## config.mk

```make
export PLATFORM = sky130hd
export DESIGN_NAME = sha256_stream_core
export DESIGN_NICKNAME = d
export VERILOG_FILES = /design/src/rtl/sha256_pkg.sv /design/src/rtl/sha256_round.sv /design/src/rtl/sha256_stream_core.sv
export SDC_FILE = /design/constraint.sdc
export NUM_CORES = 2
export LEC_CHECK = 0
export ABC_CLOCK_PERIOD_IN_PS = 63100
export CELL_PAD_IN_SITES_DETAIL_PLACEMENT = 0
export CELL_PAD_IN_SITES_GLOBAL_PLACEMENT = 1
export CORE_MARGIN = 5
export CORE_UTILIZATION = 41
export CTS_BUF_LIST = sky130_fd_sc_hd__clkbuf_16
export DETAILED_ROUTE_END_ITERATION = 7
export PLACE_DENSITY_LB_ADDON = 0.25
export SYNTH_ARGS = -nofsm -noshare
export SYNTH_HDL_FRONTEND = slang
export SYNTH_SLANG_ARGS = --single-unit
```

## constraint.sdc

```tcl
create_clock -name clk -period 63.1 [get_ports clk]
set_input_delay 6.31 -clock clk [delete_from_list [all_inputs] [get_ports clk]]
set_output_delay 6.31 -clock clk [all_outputs]
set_load 0.02 [all_outputs]
```

## src/rtl/sha256_pkg.sv

```systemverilog
// rtl/sha256_pkg.sv - SHA-256 constants, word/state types and round helper functions
package sha256_pkg;

    typedef logic [31:0] word_t;
    typedef word_t [0:7]  hash_t;
    typedef word_t [0:15] sched_t;

    typedef enum logic [1:0] {
        IDLE  = 2'd0,
        RUN   = 2'd1,
        FINAL = 2'd2,
        OUT   = 2'd3
    } state_t;

    localparam word_t K [64] = '{
        32'h428a2f98, 32'h71374491, 32'hb5c0fbcf, 32'he9b5dba5, 32'h3956c25b, 32'h59f111f1, 32'h923f82a4, 32'hab1c5ed5,
        32'hd807aa98, 32'h12835b01, 32'h243185be, 32'h550c7dc3, 32'h72be5d74, 32'h80deb1fe, 32'h9bdc06a7, 32'hc19bf174,
        32'he49b69c1, 32'hefbe4786, 32'h0fc19dc6, 32'h240ca1cc, 32'h2de92c6f, 32'h4a7484aa, 32'h5cb0a9dc, 32'h76f988da,
        32'h983e5152, 32'ha831c66d, 32'hb00327c8, 32'hbf597fc7, 32'hc6e00bf3, 32'hd5a79147, 32'h06ca6351, 32'h14292967,
        32'h27b70a85, 32'h2e1b2138, 32'h4d2c6dfc, 32'h53380d13, 32'h650a7354, 32'h766a0abb, 32'h81c2c92e, 32'h92722c85,
        32'ha2bfe8a1, 32'ha81a664b, 32'hc24b8b70, 32'hc76c51a3, 32'hd192e819, 32'hd6990624, 32'hf40e3585, 32'h106aa070,
        32'h19a4c116, 32'h1e376c08, 32'h2748774c, 32'h34b0bcb5, 32'h391c0cb3, 32'h4ed8aa4a, 32'h5b9cca4f, 32'h682e6ff3,
        32'h748f82ee, 32'h78a5636f, 32'h84c87814, 32'h8cc70208, 32'h90befffa, 32'ha4506ceb, 32'hbef9a3f7, 32'hc67178f2
    };

    localparam hash_t IV256 = {
        32'h6a09e667, 32'hbb67ae85, 32'h3c6ef372, 32'ha54ff53a,
        32'h510e527f, 32'h9b05688c, 32'h1f83d9ab, 32'h5be0cd19
    };

    localparam hash_t IV224 = {
        32'hc1059ed8, 32'h367cd507, 32'h3070dd17, 32'hf70e5939,
        32'hffc00b31, 32'h68581511, 32'h64f98fa7, 32'hbefa4fa4
    };

    function automatic word_t rotr(input word_t x, input int n);
        return (x >> n) | (x << (32 - n));
    endfunction

    function automatic word_t big_sigma0(input word_t x);
        return rotr(x, 2) ^ rotr(x, 13) ^ rotr(x, 22);
    endfunction

    function automatic word_t big_sigma1(input word_t x);
        return rotr(x, 6) ^ rotr(x, 11) ^ rotr(x, 25);
    endfunction

    function automatic word_t small_sigma0(input word_t x);
        return rotr(x, 7) ^ rotr(x, 18) ^ (x >> 3);
    endfunction

    function automatic word_t small_sigma1(input word_t x);
        return rotr(x, 17) ^ rotr(x, 19) ^ (x >> 10);
    endfunction

    function automatic word_t ch(input word_t x, input word_t y, input word_t z);
        return (x & y) ^ (~x & z);
    endfunction

    function automatic word_t maj(input word_t x, input word_t y, input word_t z);
        return (x & y) ^ (x & z) ^ (y & z);
    endfunction

endpackage

```

## src/rtl/sha256_round.sv

```systemverilog
// rtl/sha256_round.sv - one combinational SHA-256 compression round; state element 0 is a, 7 is h
module sha256_round
    import sha256_pkg::*;
(
    input  hash_t s_in,
    input  word_t k,
    input  word_t w,
    output hash_t s_out
);
    word_t t1;
    word_t t2;

    always_comb begin
        t1    = s_in[7] + big_sigma1(s_in[4]) + ch(s_in[4], s_in[5], s_in[6]) + k + w;
        t2    = big_sigma0(s_in[0]) + maj(s_in[0], s_in[1], s_in[2]);
        s_out = {t1 + t2, s_in[0], s_in[1], s_in[2], s_in[3] + t1, s_in[4], s_in[5], s_in[6]};
    end

endmodule

```

## src/rtl/sha256_stream_core.sv

```systemverilog
// rtl/sha256_stream_core.sv - multi-block SHA-256 engine, ROUNDS_PER_CYCLE rounds per clock
// Define SHA224_EN to add the mode_224 input and SHA-224 initial values.
module sha256_stream_core
    import sha256_pkg::*;
#(
    parameter int ROUNDS_PER_CYCLE = 1
) (
    input  logic         clk,
    input  logic         rst,
    input  logic         blk_valid,
    output logic         blk_ready,
    input  logic [511:0] blk_data,
    input  logic         blk_first,
    input  logic         blk_last,
`ifdef SHA224_EN
    input  logic         mode_224,
`endif
    output logic         digest_valid,
    input  logic         digest_ready,
    output logic [255:0] digest,
    output logic         busy
);
    localparam int R     = ROUNDS_PER_CYCLE;
    localparam int STEPS = 64 / R;
    localparam int CW    = $clog2(STEPS);
    localparam logic [CW-1:0] LAST_CNT = CW'(STEPS - 1);

    if (R != 1 && R != 2 && R != 4 && R != 8) begin : g_bad_r
        $error("ROUNDS_PER_CYCLE must be 1, 2, 4 or 8");
    end

    state_t        state, state_nxt;
    logic [CW-1:0] cnt;
    logic          msg_open, last_q, accept;
    hash_t         h, work, h_sum, iv, dsel;
    sched_t        w, w_next;
    word_t         ext [16+R];
    hash_t         chain [R+1];
    logic [5:0]    rbase;

    assign accept = blk_valid && blk_ready;
    assign rbase  = 6'(cnt) * 6'(R);

`ifdef SHA224_EN
    logic mode_q;
    assign iv = mode_224 ? IV224 : IV256;

    // Mode is captured only when the IV is (re)loaded, so it sticks for the whole message.
    always_ff @(posedge clk) begin
        if (rst)
            mode_q <= 1'b0;
        else if (accept && (blk_first || !msg_open))
            mode_q <= mode_224;
    end
`else
    assign iv = IV256;
`endif

    always_comb begin
        for (int j = 0; j < 8; j++) h_sum[j] = h[j] + work[j];
        dsel = h_sum;
`ifdef SHA224_EN
        if (mode_q) dsel[7] = '0;
`endif
    end

    // Window extension: the R words consumed this cycle are replaced by R freshly scheduled ones.
    always_comb begin
        for (int i = 0; i < 16; i++) ext[i] = w[i];
        for (int j = 0; j < R; j++)
            ext[16+j] = small_sigma1(ext[14+j]) + ext[9+j] + small_sigma0(ext[1+j]) + ext[j];
        for (int i = 0; i < 16; i++) w_next[i] = ext[i+R];
    end

    assign chain[0] = work;
    for (genvar g = 0; g < R; g++) begin : g_round
        sha256_round u_round (
            .s_in  (chain[g]),
            .k     (K[rbase + 6'(g)]),
            .w     (ext[g]),
            .s_out (chain[g+1])
        );
    end

    always_ff @(posedge clk) begin
        if (rst) state <= IDLE;
        else     state <= state_nxt;
    end

    always_comb begin
        state_nxt = state;
        case (state)
            IDLE:    if (accept) state_nxt = RUN;
            RUN:     if (cnt == LAST_CNT) state_nxt = FINAL;
            FINAL:   state_nxt = last_q ? OUT : IDLE;
            OUT:     if (digest_ready) state_nxt = IDLE;
            default: state_nxt = IDLE;
        endcase
    end

    always_comb begin
        blk_ready    = 1'b0;
        digest_valid = 1'b0;
        busy         = 1'b1;
        case (state)
            IDLE: begin
                blk_ready = !rst;
                busy      = 1'b0;
            end
            OUT:     digest_valid = 1'b1;
            default: ;
        endcase
    end

    always_ff @(posedge clk) begin
        if (rst) begin
            cnt      <= '0;
            msg_open <= 1'b0;
            last_q   <= 1'b0;
            digest   <= '0;
        end else begin
            case (state)
                IDLE: if (accept) begin
                    w <= blk_data;
                    if (blk_first || !msg_open) begin
                        h    <= iv;
                        work <= iv;
                    end else begin
                        work <= h;
                    end
                    last_q <= blk_last;
                    cnt    <= '0;
                end
                RUN: begin
                    work <= chain[R];
                    w    <= w_next;
                    cnt  <= cnt + CW'(1);
                end
                FINAL: begin
                    h        <= h_sum;
                    msg_open <= !last_q;
                    if (last_q) digest <= dsel;
                end
                default: ;
            endcase
        end
    end

endmodule

```

==> Word level (Yosys, flattened, before mapping) <==
Memory sizes are Yosys's and may differ from the RTL's.
Index checks and enable logic that the tools add are counted.
{ "op_classes": {"add_sub_neg": 19, "div_mod_pow": 0, "bitwise": 29, "multipliers": 0, "n_shift": 0, "mux": 18, "n_eq_ne": 7, "reduce_logical": 14, "n_lt_le_gt_ge": 1} }
{ "ops": {"columns": ["operator", "n"], "rows": [
  ["256-bit one-hot mux with 2 select lines", 2],
  ["512-bit one-hot mux with 2 select lines", 1],
  ["32-bit adder", 18],
  ["256-bit two-way mux", 2],
  ["512-bit two-way mux", 1],
  ["32-bit XOR", 9],
  ["32-bit bitwise AND", 5],
  ["32-bit two-way mux", 2],
  ["32-bit NOT", 1],
  ["10-bit by 32-bit bitwise OR with 32-bit output", 1],
  ["13-bit by 32-bit bitwise OR with 32-bit output", 1],
  ["14-bit by 32-bit bitwise OR with 32-bit output", 1],
  ["15-bit by 32-bit bitwise OR with 32-bit output", 1],
  ["19-bit by 32-bit bitwise OR with 32-bit output", 1],
  ["21-bit by 32-bit bitwise OR with 32-bit output", 1],
  ["25-bit by 32-bit bitwise OR with 32-bit output", 1],
  ["26-bit by 32-bit bitwise OR with 32-bit output", 1],
  ["30-bit by 32-bit bitwise OR with 32-bit output", 1],
  ["7-bit by 32-bit bitwise OR with 32-bit output", 1],
  ["32-bit by 22-bit XOR with 32-bit output", 1],
  ["32-bit by 29-bit XOR with 32-bit output", 1],
  ["6-bit one-hot mux with 2 select lines", 1],
  ["3-bit AND reduction", 3],
  ["2-bit two-way mux", 4],
  ["other kinds (17)", 27]
]} }
{ "word_totals": {"ff_bits": 1290, "out_inout_bits": 259, "mem_bits_ro": 2048, "ram_bits": 0, "input_bits": 518, "n_memories": 1, "word_cells": 126, "latchBits": 0} }
{ "mem_list": {"columns": ["name", "depth", "width", "read_ports", "rd_ports_with_merged_regs", "wr", "line", "text"], "rows": [
  ["(name not given)", 64, 32, 1, 0, 0, "sha256_stream_core.sv:79", ".k (K[rbase + 6'(g)]),"]
]} }

==> Longest topological paths before layout <==
{ "depth": {"word_depth": 9, "ltp_mapped": 34, "ltp_nobuf": 33} }

==> By module <==
Synthesis repeated with hierarchy kept, for this count alone.
{ "unflattened": {"hier_cells": 9268, "area_unflattened_um2": 83074.7} }
{ "modules_own_cells": {"columns": ["module", "cells_per_inst", "area_each_um2", "n_inst"], "rows": [
  ["sha256_stream_core", 7949, 72111.7, 1],
  ["sha256_round", 1319, 10963.0, 1]
]} }

==> Worst setup path after synthesis <==
Ideal clock, no wire load.
{ "synth_timing": {"path_type": "input to register", "start": "input port rst", "end": "register work (netlist bit chain[256]), enable pin", "cell_stages": 4, "setup_time_ns": 2.844, "t_required_ns": 60.256, "setup_slack_ns": 1.339, "arrival_time_ns": 58.917, "path_buffers": 3, "cell_sequence": "clkbuf_1 > clkbuf_1 > clkbuf_1 > nor3_1"} }
{ "synth_between": {"elab_chain_len": 5} }
{ "synth_lines": {"columns": ["element", "line", "text"], "rows": [
  ["start: declaration", "sha256_stream_core.sv:9", "input logic rst,"],
  ["1-bit logical NOT", "sha256_stream_core.sv:107", "blk_ready = !rst;"],
  ["1-bit two-way mux", "sha256_stream_core.sv:105", "case (state)"],
  ["1-bit logical AND", "sha256_stream_core.sv:41", "assign accept = blk_valid && blk_ready;"],
  ["2-bit != test (no source line)", null, null],
  ["3-bit AND reduction (no source line) *", null, null],
  ["end signal: assignment", "sha256_stream_core.sv:127", "work <= iv;"],
  ["end signal: assignment", "sha256_stream_core.sv:129", "work <= h;"],
  ["end signal: assignment", "sha256_stream_core.sv:135", "work <= chain[R];"],
  ["end: declaration", "sha256_stream_core.sv:35", "hash_t h, work, h_sum, iv, dsel;"]
]} }
Every way passes the cells marked *; elsewhere a longest branch is shown, timed or not.
A chain may end at the register's enable or synchronous reset.

==> Worst setup path after layout <==
{ "layout_timing": {"start": "input port rst", "end": "output port blk_ready"} }
{ "layout_between": {"elab_chain_len": 2} }
{ "layout_lines": {"columns": ["element", "line", "text"], "rows": [
  ["1-bit logical NOT", "sha256_stream_core.sv:107", null],
  ["1-bit two-way mux", "sha256_stream_core.sv:105", null],
  ["end: declaration", "sha256_stream_core.sv:11", "output logic blk_ready,"]
]} }
Every way passes these cells.

==> metrics.cfg <==
[setup_path]
crit_path_end_kind=output pin
startpoint_type=primary input
worstPathArrival_ns=7.30
crit_chain=buf_8 > nor2_1 > clkdlybuf4s50_1
slowest_stage=clkdlybuf4s50_1
crit_fanout=18
cp.required_ns=56.79
path_class=in2out
slowest_delay_ns=0.61
rrSetupSlack_ns=53.42

[finish]
drive_gt1_share_pct=4.23
fill_cells=19000
area_growth_syn_to_layout_pct=18.4
nets=10700

[synth]
syn_nets=10200
synth_enable_flop_cells=1024
synth_area_per_cell_um2=9.01
synthArstFlopShare_pct=0
yosys_warnings=0
synth_area_um2=81500
synth_area_leaders=edfxtp_1, nand2_1, dfxtp_1, ha_1, fa_1
synth_top_area_share_pct=37.7
ys_seq_area_share_pct=44.3
ys.flop_type=edfxtp_1
synth.largest_area_cell=edfxtp_1
ys_ff_latch=1290
syn_inst=9043
yosysUniqueCellTypes=91

[cts]
ctsHoldBuffers=0
clockBufferDepth=3
clk_pin_slew_ns=0.05
cts_buffers=154
clkLatencyLatePin_ns=0.83
cts_resized=0
cts_tree=yes
cts-root-buf=clkbuf_16
post_cts_buffers=0
clock-sinks=1290
cts_max_level=4

[worst_hold_path]
hold_path_class=reg2reg

[floorplanning]
core_um2=197000
die_x_um=456
die_height_um=456
start_util_pct=41.3
dieArea_um2=208000
ios=777
row_count=163

[sta]
clock.fmax_mhz=73.5
relSlewSlack_pct=8.22
min_period_ns=13.61
fin_crit_sh_pct=21.6
setup_violations=0
hold_ws_ns=0.451
rsz0062_at_grt=false
setup_tns_ns=0
hold_viol_final=0
fin_skew_ns=0.0400
worst_pin_slew_ns=1.38
final_max_slew_viol_count=0

[drt]
vias_per_cell=5.65
ant_nets=0
drt_iter0_markers=7541
vias=69900
dr.pass1.iters=7
post_drt_wl_per_cell_um=26.8
drc=0
finalWirelength_mm=331

[place]
hpwl_mm=252
port_buffers=776
gp_congestion=0.962

[global_routing]
grt_pass1_wl_mm=470
grt_max_degree=227
grt_pass1_vias=66500
antenna_found_initial=71
grt_overflow=0
grtUsageTotal_pct=30.4

[job]
drv_cap=0

[run_status]
outcome=complete, no violations

## registers in the layout, indices dropped and copies added, names as in the netlist
name / count
digest: 256
cnt: 6
msg_open: 1
h: 256
chain: 256
state: 2
ext: 512
last_q: 1
## routing by layer
layer	GRT usage [%]	vias up	wire (µm)
met3	5.62	593	23700
met1	39.1	34100	134000
li1	-	32400	-
met5	0	-	112
met4	14.8	18	17900
met2	49.5	2727	155000
## through the flow
stage | utilization [%] | cell area [µm²] | std cells | worst slack [ns]
floorplan | - | 81500 | 9043 | 1.34
global placement | 46.4 | 91500 | 12000 | 49.49
detailed placement | 46.4 | 91500 | 12000 | 49.53
CTS | 48.8 | 96300 | 12300 | 49.53
global route | 48.8 | 96400 | 12400 | 49.50
finish | 48.9 | 96500 | 12400 | 49.49
## layout make-up
| type | instances | area (µm²) | area share [%] |
|---|---|---|---|
| clock buffer | 160 | 4000 | 4.15 |
| timing repair buffer | 886 | 8620 | 8.94 |
| inverter | 428 | 1610 | 1.67 |
| sequential | 1290 | 36100 | 37.4 |
| clock inverter | 126 | 830 | 0.860 |
| antenna | 42 | 105 | 0.109 |
| multi-input combinational | 6803 | 41900 | 43.4 |
| tap | 2640 | 3300 | 3.42 |
## cell usage in the layout, fill, tap and decap left out, types with 22 or more instances in the layout
cell type and instances:
and3_1 25, o21ai_0 498, diode_2 42, o211ai_1 42, nor3_1 273, clkbuf_16 160
nor2_1 655, clkdlybuf4s50_1 775, mux2i_1 24, o21a_1 57, dfxtp_1 262, inv_1 479
nand4_1 44, o21bai_1 52, o31ai_1 22, a21oi_1 676, nor2b_1 51, nand3_1 276
nand2b_1 53, clkinv_1 24, and2_1 43, maj3_1 22, nand2_1 2099, a31oi_1 45
edfxtp_1 1024, xor2_1 225, ha_1 395, buf_4 108, xnor2_1 370, or3_1 37
mux2_2 30, a211oi_1 89, fa_1 197, o21ai_1 52, a21o_1 149
## synthesized netlist by cell type (11+ instances only)
| cell | count |
|---|---|
| a21oi_1 | 676 |
| dfxtp_1 | 266 |
| nor3_1 | 275 |
| a31oi_1 | 45 |
| o21ai_0 | 498 |
| o311ai_0 | 11 |
| nor2b_1 | 54 |
| xnor2_1 | 370 |
| or4_1 | 14 |
| a211oi_1 | 89 |
| o31ai_1 | 22 |
| nand2b_1 | 56 |
| edfxtp_1 | 1024 |
| xor2_1 | 225 |
| o22ai_1 | 14 |
| clkbuf_1 | 463 |
| o211ai_1 | 42 |
| a221oi_1 | 20 |
| mux2_2 | 30 |
| buf_1 | 57 |
| ha_1 | 395 |
| and3_1 | 25 |
| a22oi_1 | 12 |
| o2111ai_1 | 21 |
| nand3_1 | 276 |
| inv_1 | 425 |
| and2_1 | 44 |
| nor2_1 | 655 |
| nor4b_1 | 15 |
| nand2_1 | 2100 |
| a21o_1 | 149 |
| or3_1 | 37 |
| nand4_1 | 44 |
| maj3_1 | 22 |
| o21bai_1 | 52 |
| o21a_1 | 57 |
| and4_1 | 16 |
| fa_1 | 197 |
| o21ai_1 | 52 |
| mux2i_1 | 24 |
## kinds of logic after synthesis
logic type / count (synthesis) / share of synthesized area (%)
buffers and inverters: 950 / 4.38
AOI/OAI and AO/OA: 1877 / 13.9
and+or+nand+nor: 3652 / 18.9
adders and majority gates: 614 / 11.2
muxes: 59 / 0.848
DFF: 1290 / 44.3
xor gates and xnor gates: 601 / 6.57
## final timing paths
path,start,endpoint,cells past startpoint
max,rst,blk_ready,3
min,digest[245],digest[245],2
max reg2reg,cnt[0],chain[511],34
min reg2reg,digest[245],digest[245],2
## worst max-delay path: cells and delay by family
| kind | cells | cell delay [ns] |
|---|---|---|
| buffers and inverters | 2 | 0.78 |
| AND/OR/NAND/NOR | 1 | 0.14 |
Power is left out: the tool's default activity adds up to more than one toggle a clock period on the data nets, which glitch-free logic cannot reach.
